<file path="config.mk">
export PLATFORM = sky130hd
export DESIGN_NAME = vec_load_sequencer_flat
export DESIGN_NICKNAME = d
export VERILOG_FILES = /design/src/rtl/vec_mem_pkg.sv /design/src/rtl/vec_load_sequencer_if.sv /design/src/rtl/vec_load_sequencer.sv /design/src/flat_wrapper.sv
export SDC_FILE = /design/constraint.sdc
export NUM_CORES = 1
export LEC_CHECK = 0
export CELL_PAD_IN_SITES_DETAIL_PLACEMENT = 1
export CELL_PAD_IN_SITES_GLOBAL_PLACEMENT = 2
export CORE_AREA = 2 2 229 231
export CTS_BUF_LIST = sky130_fd_sc_hd__clkbuf_2
export DETAILED_ROUTE_END_ITERATION = 8
export DIE_AREA = 0 0 231 233
export GPL_ROUTABILITY_DRIVEN = 0
export GPL_TIMING_DRIVEN = 0
export PLACE_DENSITY = 0.83
export SLEW_MARGIN = 5
export SYNTH_ARGS = -nofsm -noshare
export SYNTH_HDL_FRONTEND = slang
export SYNTH_SLANG_ARGS = --single-unit
</file>
<file path="constraint.sdc">
create_clock -name clk -period 7.35 [get_ports clk]
set_clock_uncertainty 0.1 [all_clocks]
set_input_delay 1.1025 -clock clk [delete_from_list [all_inputs] [get_ports clk]]
set_output_delay 1.1025 -clock clk [all_outputs]
set_load 0.03 [all_outputs]
</file>
<file path="src/rtl/vec_mem_pkg.sv">
// Shared types and constants for the pixel-memory vector load path.
// Image geometry, vector word layout, sequencer states and the range check.
package vec_mem_pkg;

  localparam int IMAGE_WIDTH  = 96;
  localparam int IMAGE_HEIGHT = 96;
  localparam int LANES        = 8;
  localparam int VEC_LANES    = 16;

  localparam int PIX_TOTAL  = IMAGE_WIDTH * IMAGE_HEIGHT;
  localparam int VEC_STRIDE = LANES;

  typedef logic [VEC_LANES-1:0][15:0] vec16_t;

  typedef enum logic [1:0] {
    IDLE,
    FETCH,
    STREAM,
    DONE
  } state_t;

  // Evaluated 20 bits wide so that a huge num_vec can never wrap back into range.
  function automatic logic range_ok(input logic [15:0] base, input logic [15:0] num);
    logic [19:0] span_end;
    span_end = {4'd0, base} + ({4'd0, num} * 20'(VEC_STRIDE));
    return span_end <= 20'(PIX_TOTAL);
  endfunction

endpackage

</file>
<file path="src/rtl/vec_load_sequencer_if.sv">
// Request/status and output-stream signals of the vector load sequencer.
// Valid/ready: a vector transfers on each rising clk where out_valid && out_ready; while out_valid && !out_ready, out_data and out_idx hold.
interface vec_load_sequencer_if;
  import vec_mem_pkg::*;

  logic        start;
  logic        abort;
  logic [15:0] base_addr;
  logic [15:0] num_vec;
  logic        out_valid;
  logic        out_ready;
  vec16_t      out_data;
  logic [15:0] out_idx;
  logic        busy;
  logic        done;
  logic        err;

  modport master (
    output start, abort, base_addr, num_vec, out_ready,
    input  out_valid, out_data, out_idx, busy, done, err
  );

  modport slave (
    input  start, abort, base_addr, num_vec, out_ready,
    output out_valid, out_data, out_idx, busy, done, err
  );

endinterface

</file>
<file path="src/rtl/vec_load_sequencer.sv">
// Walks a run of consecutive 8-pixel vectors from the pixel memory and streams
// each registered vector downstream at up to one vector per cycle.
module vec_load_sequencer
  import vec_mem_pkg::*;
(
  input  logic                  clk,
  input  logic                  rst,
  vec_load_sequencer_if.slave   bus,
  output logic [15:0]           mem_addr,
  input  vec16_t                mem_rd,
  output state_t                state_dbg
);

  state_t      state, state_n;
  logic [15:0] ptr;
  logic [15:0] remaining;
  logic [15:0] out_idx_q;
  vec16_t      out_data_q;
  logic        out_valid_q, out_valid_n;
  logic        zero_done_q;
  logic        err_q;

  logic        handshake;
  logic        last_vec;
  logic        do_load;
  logic        do_capture;
  logic        do_advance;
  logic        set_err;
  logic        set_zero_done;
  vec16_t      capture_vec;

  assign handshake = out_valid_q & bus.out_ready;
  assign last_vec  = (remaining == 16'd1);

  // Only the real pixel lanes are kept; the upper lanes are forced to zero.
  always_comb begin
    capture_vec = '0;
    for (int k = 0; k < VEC_LANES; k++) begin
      capture_vec[k] = (k < LANES) ? mem_rd[k] : 16'd0;
    end
  end

  always_comb begin
    state_n       = state;
    out_valid_n   = out_valid_q;
    do_load       = 1'b0;
    do_capture    = 1'b0;
    do_advance    = 1'b0;
    set_err       = 1'b0;
    set_zero_done = 1'b0;
    case (state)
      IDLE: begin
        if (bus.start) begin
          if (!range_ok(bus.base_addr, bus.num_vec)) begin
            set_err = 1'b1;
          end else if (bus.num_vec == 16'd0) begin
            set_zero_done = 1'b1;
          end else begin
            do_load = 1'b1;
            state_n = FETCH;
          end
        end
      end
      FETCH: begin
        do_capture  = 1'b1;
        out_valid_n = 1'b1;
        state_n     = STREAM;
      end
      STREAM: begin
        if (handshake) begin
          if (last_vec) begin
            out_valid_n = 1'b0;
            state_n     = DONE;
          end else begin
            // mem_addr already points at the next vector, so capture it now.
            do_capture = 1'b1;
            do_advance = 1'b1;
          end
        end
      end
      DONE: begin
        state_n = IDLE;
      end
      default: begin
        state_n     = IDLE;
        out_valid_n = 1'b0;
      end
    endcase
    // Abort outranks start and any pending handshake.
    if (bus.abort) begin
      state_n       = IDLE;
      out_valid_n   = 1'b0;
      do_load       = 1'b0;
      do_capture    = 1'b0;
      do_advance    = 1'b0;
      set_err       = 1'b0;
      set_zero_done = 1'b0;
    end
  end

  always_ff @(posedge clk or posedge rst) begin
    if (rst) begin
      state <= IDLE;
    end else begin
      state <= state_n;
    end
  end

  always_ff @(posedge clk or posedge rst) begin
    if (rst) begin
      ptr         <= 16'd0;
      remaining   <= 16'd0;
      out_idx_q   <= 16'd0;
      out_data_q  <= '0;
      out_valid_q <= 1'b0;
      zero_done_q <= 1'b0;
      err_q       <= 1'b0;
    end else begin
      out_valid_q <= out_valid_n;
      zero_done_q <= set_zero_done;
      err_q       <= set_err;
      if (do_load) begin
        ptr       <= bus.base_addr;
        remaining <= bus.num_vec;
        out_idx_q <= 16'd0;
      end
      if (do_capture) begin
        out_data_q <= capture_vec;
        ptr        <= ptr + 16'(VEC_STRIDE);
      end
      if (do_advance) begin
        remaining <= remaining - 16'd1;
        out_idx_q <= out_idx_q + 16'd1;
      end
    end
  end

  assign mem_addr      = ptr;
  assign bus.out_valid = out_valid_q;
  assign bus.out_data  = out_data_q;
  assign bus.out_idx   = out_idx_q;
  assign bus.busy      = (state == FETCH) || (state == STREAM);
  assign bus.done      = (state == DONE) || zero_done_q;
  assign bus.err       = err_q;
  assign state_dbg     = state;

endmodule

</file>
<file path="src/flat_wrapper.sv">
// flat-port wrapper written by rule: the top's interface ports become plain ports
module vec_load_sequencer_flat import vec_mem_pkg::*;
  (clk, rst, mem_addr, mem_rd, state_dbg, bus_start, bus_abort, bus_base_addr, bus_num_vec, bus_out_ready, bus_out_valid, bus_out_data, bus_out_idx, bus_busy, bus_done, bus_err);
  vec_load_sequencer_if bus_i ();
  input  logic clk;
  input  logic rst;
  output logic [15:0] mem_addr;
  input  vec16_t mem_rd;
  output state_t state_dbg;
  input wire logic [$bits(bus_i.start)-1:0] bus_start;
  input wire logic [$bits(bus_i.abort)-1:0] bus_abort;
  input wire logic [$bits(bus_i.base_addr)-1:0] bus_base_addr;
  input wire logic [$bits(bus_i.num_vec)-1:0] bus_num_vec;
  input wire logic [$bits(bus_i.out_ready)-1:0] bus_out_ready;
  output wire logic [$bits(bus_i.out_valid)-1:0] bus_out_valid;
  output wire logic [$bits(bus_i.out_data)-1:0] bus_out_data;
  output wire logic [$bits(bus_i.out_idx)-1:0] bus_out_idx;
  output wire logic [$bits(bus_i.busy)-1:0] bus_busy;
  output wire logic [$bits(bus_i.done)-1:0] bus_done;
  output wire logic [$bits(bus_i.err)-1:0] bus_err;
  assign bus_i.start = bus_start;
  assign bus_i.abort = bus_abort;
  assign bus_i.base_addr = bus_base_addr;
  assign bus_i.num_vec = bus_num_vec;
  assign bus_i.out_ready = bus_out_ready;
  assign bus_out_valid = bus_i.out_valid;
  assign bus_out_data = bus_i.out_data;
  assign bus_out_idx = bus_i.out_idx;
  assign bus_busy = bus_i.busy;
  assign bus_done = bus_i.done;
  assign bus_err = bus_i.err;
  vec_load_sequencer u_core (.clk(clk), .rst(rst), .bus(bus_i), .mem_addr(mem_addr), .mem_rd(mem_rd), .state_dbg(state_dbg));
endmodule
</file>
; ---- Yosys cells after proc, flatten, opt, wreduce, memory -nomap -nowiden
; Cells that the tools add are included.
[word_totals]
elab_cells = 76
inputBits = 293
out_inout_bits = 294
regBits = 181
[classes]
bitwise_logic = 1
reduce_logical = 9
magnitude_cmp = 1
n_eq_ne = 9
add_sub_neg = 4
muxes = 37
[op_table]
columns = operator, n
row1 = $mux W16, 6
row2 = $mux W1, 22
row3 = $add A16 B19 Y20, 1
row4 = $le A20 B14 Y1 const B, 1
row5 = $add A16 B1 Y16 const B, 1
row6 = $add A16 B4 Y16 const B, 1
row7 = $eq A16 B1 Y1 const B, 1
row8 = $logic_not A16 Y1, 1
row9 = $sub A16 B1 Y16 const B, 1
row10 = $mux W2, 6
row11 = $ne A3 B2 Y1 const B, 3
row12 = $pmux W2 S4, 1
row13 = $ne A3 B3 Y1 const B, 2
row14 = $reduce_and A5 Y1, 1
row15 = $eq A2 B2 Y1 const B, 2
row16 = $pmux W1 S2, 2
row17 = $reduce_bool A2 Y1, 2
row18 = $reduce_and A3 Y1, 1
row19 = $reduce_bool A3 Y1, 1
row20 = $eq A2 B1 Y1 const B, 1
row21 = $logic_not A2 Y1, 1
row22 = $logic_or A1 B1 Y1, 2
row23 = $and A1 B1 Y1, 1

; ---- Longest topological paths before layout
; Gate-level depths: netlist (run 1).
[depth]
ltp_word = 8
mapped_depth = 13
depth_no_buf = 12

; ---- Worst setup path after synthesis (run 1)
; No wires, ideal clock.
[synth_timing]
kind = input to register
start = in bus_num_vec[0]
end = reg u_core.ptr[12] (netlist: u_core.mem_addr[12])
arrival_time_ps = 3612
path_stages = 11
setup_time_ps = 125
n_path_buf = 0
setup_slack_ps = 3513
required_time_ps = 7125
cell_sequence = ha_1 > inv_1 > fa_1 > xnor2_1 > a311oi_1 > nand4_1 > o31a_1 > o311ai_2 > and3_1 > nand4_1 > mux2_2
[synth_between]
elab_chain_len = 7
elab_cells_between_ends = 9
cone_classes = 1 x add/sub / 1 x order compare / 5 x mux / 2 x reduce/logical
[synth_rtl]
columns = item, line_no
row1 = "start, declared", flat_wrapper.sv:13  ; input wire logic [$bits(bus_i.num_vec)-1:0] bus_num_vec;
row2 = $add A16 B19 Y20 or $logic_not A16 Y1 (tied branches), "vec_mem_pkg.sv:25, vec_load_sequencer.sv:56"
row3 = $le A20 B14 Y1 or $mux W1 (tied branches), "vec_mem_pkg.sv:26, vec_load_sequencer.sv:56"
row4 = $mux W1 *, vec_load_sequencer.sv:54  ; if (!range_ok(bus.base_addr, bus.num_vec)) begin
row5 = $mux W1 *, vec_load_sequencer.sv:53  ; if (bus.start) begin
row6 = $mux W1 *, vec_load_sequencer.sv:51  ; case (state)
row7 = $mux W1 *, vec_load_sequencer.sv:90  ; if (bus.abort) begin
row8 = $reduce_bool A2 Y1 (no source line) *, n/a
row9 = "end signal, assigned", vec_load_sequencer.sv:123  ; ptr <= bus.base_addr;
row10 = "end signal, assigned", vec_load_sequencer.sv:129  ; ptr <= ptr + 16'(VEC_STRIDE);
row11 = "end, declared", vec_load_sequencer.sv:15  ; logic [15:0] ptr;
; Mark *: on every way between the ends. The rest lies on a longest branch, timed or not.
; A chain may end at the register's enable or synchronous reset.

; ---- Worst setup path in the final report (run 1)
[layout_timing]
start = in bus_num_vec[0]
end = reg u_core.ptr[7] (netlist: u_core.mem_addr[7])
; The elaborated chain is that of the path after synthesis.

==> results of run 1 <==
registers in the layout, indices dropped and copies added (netlist names):
register and cells:
u_core.bus.err 1, u_core.bus.out_data 128, u_core.bus.out_idx 16, u_core.bus.out_valid 1
u_core.mem_addr 16, u_core.remaining 16, u_core.state_dbg 2, u_core.zero_done_q 1
worst reg2reg max path: stages, from the launching register on:
cell,delay (ns)
dfrtp_1,0.49
ha_1,0.23
nor4b_1,0.14
nand3_1,0.17
and4_4,0.29
o21a_1,0.15
clkbuf_1,0.64
clkbuf_1,0.67
clkbuf_1,0.56
nand2_1,0.26
nand2_1,0.12
through the flow:
| step | setup WS (ns) | std cells | util (%) | cell area (µm²) |
|---|---|---|---|---|
| after global routing | 2.94 | 2282 | 28.4 | 14500 |
| after global placement | -1.99 | 2247 | 27.9 | 14200 |
| after CTS | 3.21 | 2279 | 28.4 | 14500 |
| after detailed placement | 1.99 | 2248 | 27.9 | 14300 |
| final | 3.14 | 2284 | 28.4 | 14500 |
| after floorplan | 1.23 | 1237 | - | 10100 |
logic make-up after synthesis:
kind of cell               after synthesis  share of synthesized area [%]
DFF                                    181                           47.2
AOI/OAI and AO/OA                      132                           9.53
and+or+nand+nor                        564                           25.1
buffers and inverters                  189                           13.1
xor gates and xnor gates                12                           1.09
muxes                                    8                          0.899
other                                    1                         0.0391
adders and majority gates               23                           3.08
cell usage in the layout, fill, tap and decap left out, types with 4 or more instances in the layout:
master           count
diode_2              5
nor4_1               7
xor2_1               6
inv_6                7
nor2_1              34
o221a_2             12
a21oi_1             38
o21a_1               6
nor3_1              10
mux2_2               5
o21ai_0             30
inv_1               15
buf_4              130
nand2_1            418
clkdlybuf4s50_1    330
buf_2               14
nor2b_1              4
xnor2_1              6
dfrtp_1            181
nand3_1             28
clkbuf_8             4
a21o_1               8
o211ai_1             4
a32oi_1              4
ha_1                22
nand4_1              6
clkbuf_1            22
nand2b_1             7
a31oi_1              5
and2_1               6
conb_1             128
clkbuf_2            17
or3_1                5
and3_1              19
layer usage:
layer / track usage (%) / share of wire (%) / vias to the layer above
met1: 16.2 / 41 / 4404
met5: 0 / 0 / -
met3: 5.33 / 8.7 / 35
met4: 4.90 / 1.8 / 0
li1: - / - / 4361
met2: 23.0 / 48 / 295
power by group:
group,total [W],internal (W),switching [W],leakage (nW)
combinational,0.00177,0.000731,0.00104,4.53
clock,0.000594,0.000168,0.000426,0.147
sequential,0.00145,0.00126,0.000191,2.49
cell type report:
type,count,area (µm²),share of cell area [%]
diodes,5,12.5,0.0861
repair buffers,331,3330,22.9
clock inverters,14,164,1.13
clock buffers,17,85.1,0.586
inverters,18,75.1,0.517
multi-input cells,867,4290,29.5
flip-flops and latches,181,4530,31.2
well taps,680,851,5.86
plain buffers,171,1190,8.17
final timing paths:
kind / start / to / slack [ns] / cells after the start
max reg2reg: u_core.remaining[0]$_DFFE_PP0P_ / u_core.bus.out_data[42]$_DFFE_PP0P_ / 3.49 / 10
max: bus_num_vec[0] / u_core.mem_addr[7]$_DFFE_PP0P_ / 3.14 / 12
min: rst / u_core.bus.out_data[55]$_DFFE_PP0P_ / 0.36 / 2
min in group clk: u_core.bus.out_idx[15]$_DFFE_PP0P_ / u_core.bus.out_idx[15]$_DFFE_PP0P_ / 0.41 / 1
min reg2reg: u_core.bus.out_idx[15]$_DFFE_PP0P_ / u_core.bus.out_idx[15]$_DFFE_PP0P_ / 0.41 / 1
max in group asynchronous: rst / u_core.mem_addr[15]$_DFFE_PP0P_ / 5.78 / 3
==> impl_results.md, run 1 <==
- Clk buf depth: 2
- Clock buffer count from CTS: 17
- Final Critical Period: 4.21 ns
- Crit path kind: in -> reg
- Post-CTS Setup Bufs: 0
- P&R area growth vs syn: 51.3%
- Largest net degree at the start of global routing: 101
- Period utilization: 57.3%
- Leakage: 7.17 nW
- Post-synth top area share: 47.2%
- Status: finished clean
- Max Clk Rate: 237 MHz
- Number of flops mapped to enable cells by yosys: 0
- Tot Pwr: 0.00381 W
- Synth area leader: dfrtp_1
- Most numerous cell in the Yosys netlist: nand2_1
- Async set or reset register ratio after synthesis: 100%
- Worst vdd ir: 0.133 mV
- Number of port buffers: 330
- I/O pins: ~590
- Global-route wire length before repair: 55800 µm
- Max Slew Vio Count: 0
- Clk sink count: 181
- Critical Path Source Type: primary input
- Primary FF master, synth: dfrtp_1
- Iteration-0 DRC Markers: 402
- Data arrival, critical path: 5.03 ns
- Yosys warns: 0
- Hpwl dp: 29900 µm
- Crit path max fanout: 6
- Worst-skew pair later-pin latency: 1.02 ns
- CP Cell Sequence: clkdlybuf4s50_1, ha_1, inv_1, fa_1, xnor2_1, a311oi_1, nand4_1, o31a_1, o311ai_2, and3_1, nand4_1, o221a_2
- CP most frequent cell: nand4_1
- Largest cells by area after synthesis: dfrtp_1, nand2_1, buf_4
- Gr ovfl total: 0
- Bufs and invs on worst path: 2
- Power Density: 262 nW/µm²
- Wirelength, routed: roughly 38000 µm
- Avg Inst Size Synth: 8.65 µm²
- Worst path slowest cell: o311ai_2
- Critical Path RT: 8.17 ns
- H-tree depth: 4
- Yosys reg bits: 181
- Antenna Nets Post-Route: 0
- Largest stage delay on the critical path: roughly 0.6 ns
- GR Util All Layers: 13.8%
- Fillers: 6115
- Via count: 9095
- Sequential area share after synthesis: 47.2%
- Top post-synthesis cells by count: nand2_1, dfrtp_1, buf_4, a21oi_1, nor2_1
- Share of layout cells above drive strength 1: 13.7%
- Number of max-cap violations: 0
- Worst-path clk slew: 0.32 ns
- CTS Hold Bufs: 0
- Final hold violation count: 0
- Nets: 1903
- Count of different cell masters after synthesis: 66
- Clock root cell: clkbuf_2
- Wire length per cell: 16.5 µm
- Post-Syn Area: 9600 µm²
- Initial Utilization: 18.8%
- Least-Margin Pin Slew: 0.932 ns
- Crit. End Element: flip-flop
- Core area: between 50000 and 60000 µm²
- Site Rows: 83
- CTS tree: done
- RSZ-0062 raised after global routing: false
- Setup_tns: 0 ns
- Post-synthesis cell count: 1110
- Antenna violations before repair: 7
- Setup-failing EPs final: 0
- Via-per-instance ratio: 3.98
- Drt pass-1 iters: 5
- DIE WIDTH: 231 µm
- Top delay family on crit path: compound AO/OA/AOI/OAI gates
- Worst slew margin: between 30% and 40%
- HP Class: in -> async
- CTS resizes: 0
- Die height: 233 µm
- Hold slack final: 0.360 ns
- DRC Markers: 0
- Vias in the first global route: 9300
- Die area: 53800 µm²
No activity file was read; power rests on OpenSTA's default activity.
==> run 2, diff against run 1 <==
--- a/config.mk
+++ b/config.mk
@@ -7,10 +7,9 @@
 export LEC_CHECK = 0
 export CELL_PAD_IN_SITES_DETAIL_PLACEMENT = 1
 export CELL_PAD_IN_SITES_GLOBAL_PLACEMENT = 2
-export CORE_AREA = 2 2 229 231
+export CORE_UTILIZATION = 18
 export CTS_BUF_LIST = sky130_fd_sc_hd__clkbuf_2
 export DETAILED_ROUTE_END_ITERATION = 8
-export DIE_AREA = 0 0 231 233
 export GPL_ROUTABILITY_DRIVEN = 0
 export GPL_TIMING_DRIVEN = 0
 export PLACE_DENSITY = 0.83
==> constraint.sdc (replaced) <==
create_clock -name clk -period 3.8 [get_ports clk]
set_clock_uncertainty 0.1 [all_clocks]
set_input_delay 0.57 -clock clk [delete_from_list [all_inputs] [get_ports clk]]
set_output_delay 0.57 -clock clk [all_outputs]
set_load 0.03 [all_outputs]
==> run 2 against run 1 <==
  * Cell count is 7.1% higher
  * Power is 97% higher
  * Critical path depth is 1 higher
  * Combinational power is 100% higher
  * Hold slack worse by 0.12 ns
  * Die area is 0.81% higher
  * Critical endpoint is now u_core.mem_addr[12]$_DFFE_PP0P_
==> impl_results.md, run 2 (same netlist as run 1, synthesis figures left out) <==
- Worst-path clk slew: 0.31 ns (was 0.32 ns)
- DIE WIDTH: 233 µm (was 231 µm)
- Data arrival, critical path: 4.56 ns (was 5.03 ns)
- Clk buf depth: 2 (unchanged)
- Share of layout cells above drive strength 1: 12.8% (was 13.7%)
- Nets: 2056 (was 1903)
- Max Slew Vio Count: 0 (unchanged)
- Finished Cell Area: 16100 µm² (was 14500 µm²)
- Number of max-cap violations: 0 (unchanged)
- Commonest non-fill, non-tap cell in the layout: nand2_1 (unchanged)
- Sw power: 0.00329 W (was 0.00166 W)
- Hold slack final: 0.241 ns (was 0.360 ns)
- Area of the multi-input gates: 4320 µm² (was 4290 µm²)
- Status: finished clean (unchanged)
- Reg area: 4530 µm² (unchanged)
- P&R area growth vs syn: 67.9% (was 51.3%)
- Iteration-0 DRC Markers: 318 (was 402)
- Number of port buffers: 330 (unchanged)
- Wire length per cell: 16.1 µm (was 16.5 µm)
- Critical Path Source Type: primary input (unchanged)
- HP Class: in -> reg (was in -> async)
- Most frequent cells in the layout: nand2_1, clkdlybuf4s50_1, dfrtp_1 (unchanged)
- Tot Pwr: 0.00751 W (was 0.00381 W)
- Pint: 0.00422 W (was 0.00215 W)
- Final Critical Period: roughly 3.7 ns
- Clock network fraction of total power: 14.8% (was 15.6%)
- Drt pass-1 iters: 4 (was 5)
- GR Util All Layers: 14.5% (was 13.8%)
- Max reg flops: 128 (unchanged)
- RSZ-0062 raised after global routing: false (unchanged)
- Via count: 9762 (was 9095)
- I/O pins: 587 (unchanged)
- Placed Area: 14300 µm² (about the same)
- Antenna Nets Post-Route: 0 (unchanged)
- Die area: 54300 µm² (was 53800 µm²)
- Core area: 52700 µm² (was 51100 µm²)
- Period utilization: 97.8%
- Wirelength, routed: 39300 µm (was 37800 µm)
- Least-Margin Pin Slew: 0.870 ns (was 0.932 ns)
- Clock buffer count from CTS: 17 (unchanged)
- Switching part of the total power: 43.8% (was 43.5%)
- Power Density: 466 nW/µm² (was 262 nW/µm²)
- Final hold violation count: 0 (unchanged)
- Largest net degree at the start of global routing: 37 (was 101)
- Initial Utilization: 18.2% (was 18.8%)
- Setup-failing EPs final: 0 (unchanged)
- Fillers: 6205 (was 6115)
- Max Clk Rate: 269 MHz
- Via-per-instance ratio: 3.99 (was 3.98)
- Gr ovfl total: 0 (unchanged)
- Site Rows: 84 (was 83)
- Vias in the first global route: 10.3k (was 9300)
- Die height: 233 µm (about the same)
- Antenna violations before repair: 4 (was 7)
- Hpwl dp: 29500 µm (was 29900 µm)
- Sequential share of power: 37.2% (was 38.0%)
- Comb power frac: 48.0% (was 46.5%)
- Crit path kind: in -> reg (unchanged)
- Worst vdd ir: 0.222 mV (was 0.133 mV)
- DRC Markers: 0 (unchanged)
- Critical Path RT: 4.64 ns (was 8.17 ns)
- Crit path max fanout: 6 (unchanged)
- Leakage: 7.84 nW (was 7.17 nW)
- Worst slew margin: 41.9% (was 37.9%)
- CTS tree: done (unchanged)
- Clk sink count: 181 (unchanged)
- Worst-skew pair later-pin latency: 1.03 ns (was 1.02 ns)
- Global-route wire length before repair: 59100 µm (was 55800 µm)
- H-tree depth: 4 (unchanged)
- Crit. End Element: flip-flop (unchanged)
- Clock root cell: clkbuf_2 (unchanged)
## run 2: cell types whose count changed in the layout (fill, tap and decap cells not counted), sizes merged
cell,delta
buf,+6
bufinv,-1
clkbuf,-2
clkdlybuf4s15,+1
clkinv,+3
clkinvlp,-1
dlygate4sd3,+149
inv,-1
## run 2: stage by stage
step / TNS [ns] / utilization [%] / instances / setup slack (ns)
finish: 0 / 30.6 / 2446 / 0.0833
global route: 0 / 30.6 / 2445 / 0.00449
CTS: 0 / 30.5 / 2441 / 0.00751
detailed placement: -39.72 / 27.2 / 2260 / -0.812
global placement: -225.56 / 27.1 / 2255 / -1.07
floorplan: 0 / - / 1237 / 0.496
## run 2: repair_timing
| item | in CTS | in global routing |
|---|---|---|
| resized for setup | 1 | 7 |
| buffers inserted | 0 | 1 |
| endpoints found under the hold margin | 182 | 0 |
| hold buffers | 149 | 0 |
| endpoints found under the setup margin | 28 | 48 |
| pin swaps | 0 | 0 |
## run 2: worst paths after layout
kind / from / end / slack (ns) / cells past startpoint
max: bus_base_addr[4] / u_core.mem_addr[12]$_DFFE_PP0P_ / 0.08 / 13
min: bus_num_vec[10] / u_core.remaining[10]$_DFFE_PP0P_ / 0.24 / 2
max reg2reg: u_core.remaining[12]$_DFFE_PP0P_ / u_core.bus.out_data[70]$_DFFE_PP0P_ / 0.25 / 9
min reg2reg: u_core.bus.out_data[75]$_DFFE_PP0P_ / u_core.bus.out_data[75]$_DFFE_PP0P_ / 0.41 / 2
max in group asynchronous: rst / u_core.bus.out_data[9]$_DFFE_PP0P_ / 2.23 / 5
min in group asynchronous: rst / u_core.bus.out_data[43]$_DFFE_PP0P_ / 0.41 / 3
## run 2: final cells by class
| cell class | count | share of cell area, % |
|---|---|---|
| diodes | 5 | 0.0776 |
| plain buffers | 170 | 7.39 |
| clock buffers | 18 | 0.559 |
| clock inverters | 14 | 0.854 |
| inverters | 18 | 0.443 |
| multi-input cells | 867 | 26.8 |
| flip-flops and latches | 181 | 28.1 |
| well taps | 688 | 5.34 |
| repair buffers | 485 | 30.4 |
## run 2: worst max-delay path, stage by stage
cell	delay, ns
dlygate4sd3_1	0.58
clkdlybuf4s50_1	0.53
inv_1	0.08
fa_1	0.43
xnor2_1	0.16
a311oi_1	0.28
nand4_1	0.15
o31a_1	0.32
o311ai_4	0.46
and3_1	0.38
nand4_1	0.13
buf_4	0.19
mux2_2	0.27
## run 2: power by group through the flow
stage	clock, W	combinational (W)	sequential, W
2_1_floorplan	0	0.00102	0.00372
3_3_place_gp	0	0.00341	0.00281
3_5_place_dp	0	0.00346	0.00283
4_1_cts	0.00120	0.00360	0.00280
5_1_grt	0.00125	0.00384	0.00287
6_report	0.00111	0.00361	0.00279
## run 2: routing by layer
metal	share of wire [%]	routed length, µm	global-route usage, %	vias to the layer above
met1	42	16400	17.1	4717
met2	49	19200	24.1	325
li1	-	-	-	4667
met4	3.0	1170	6.84	0
met3	6.7	2620	4.33	53
met5	0	0	0	-
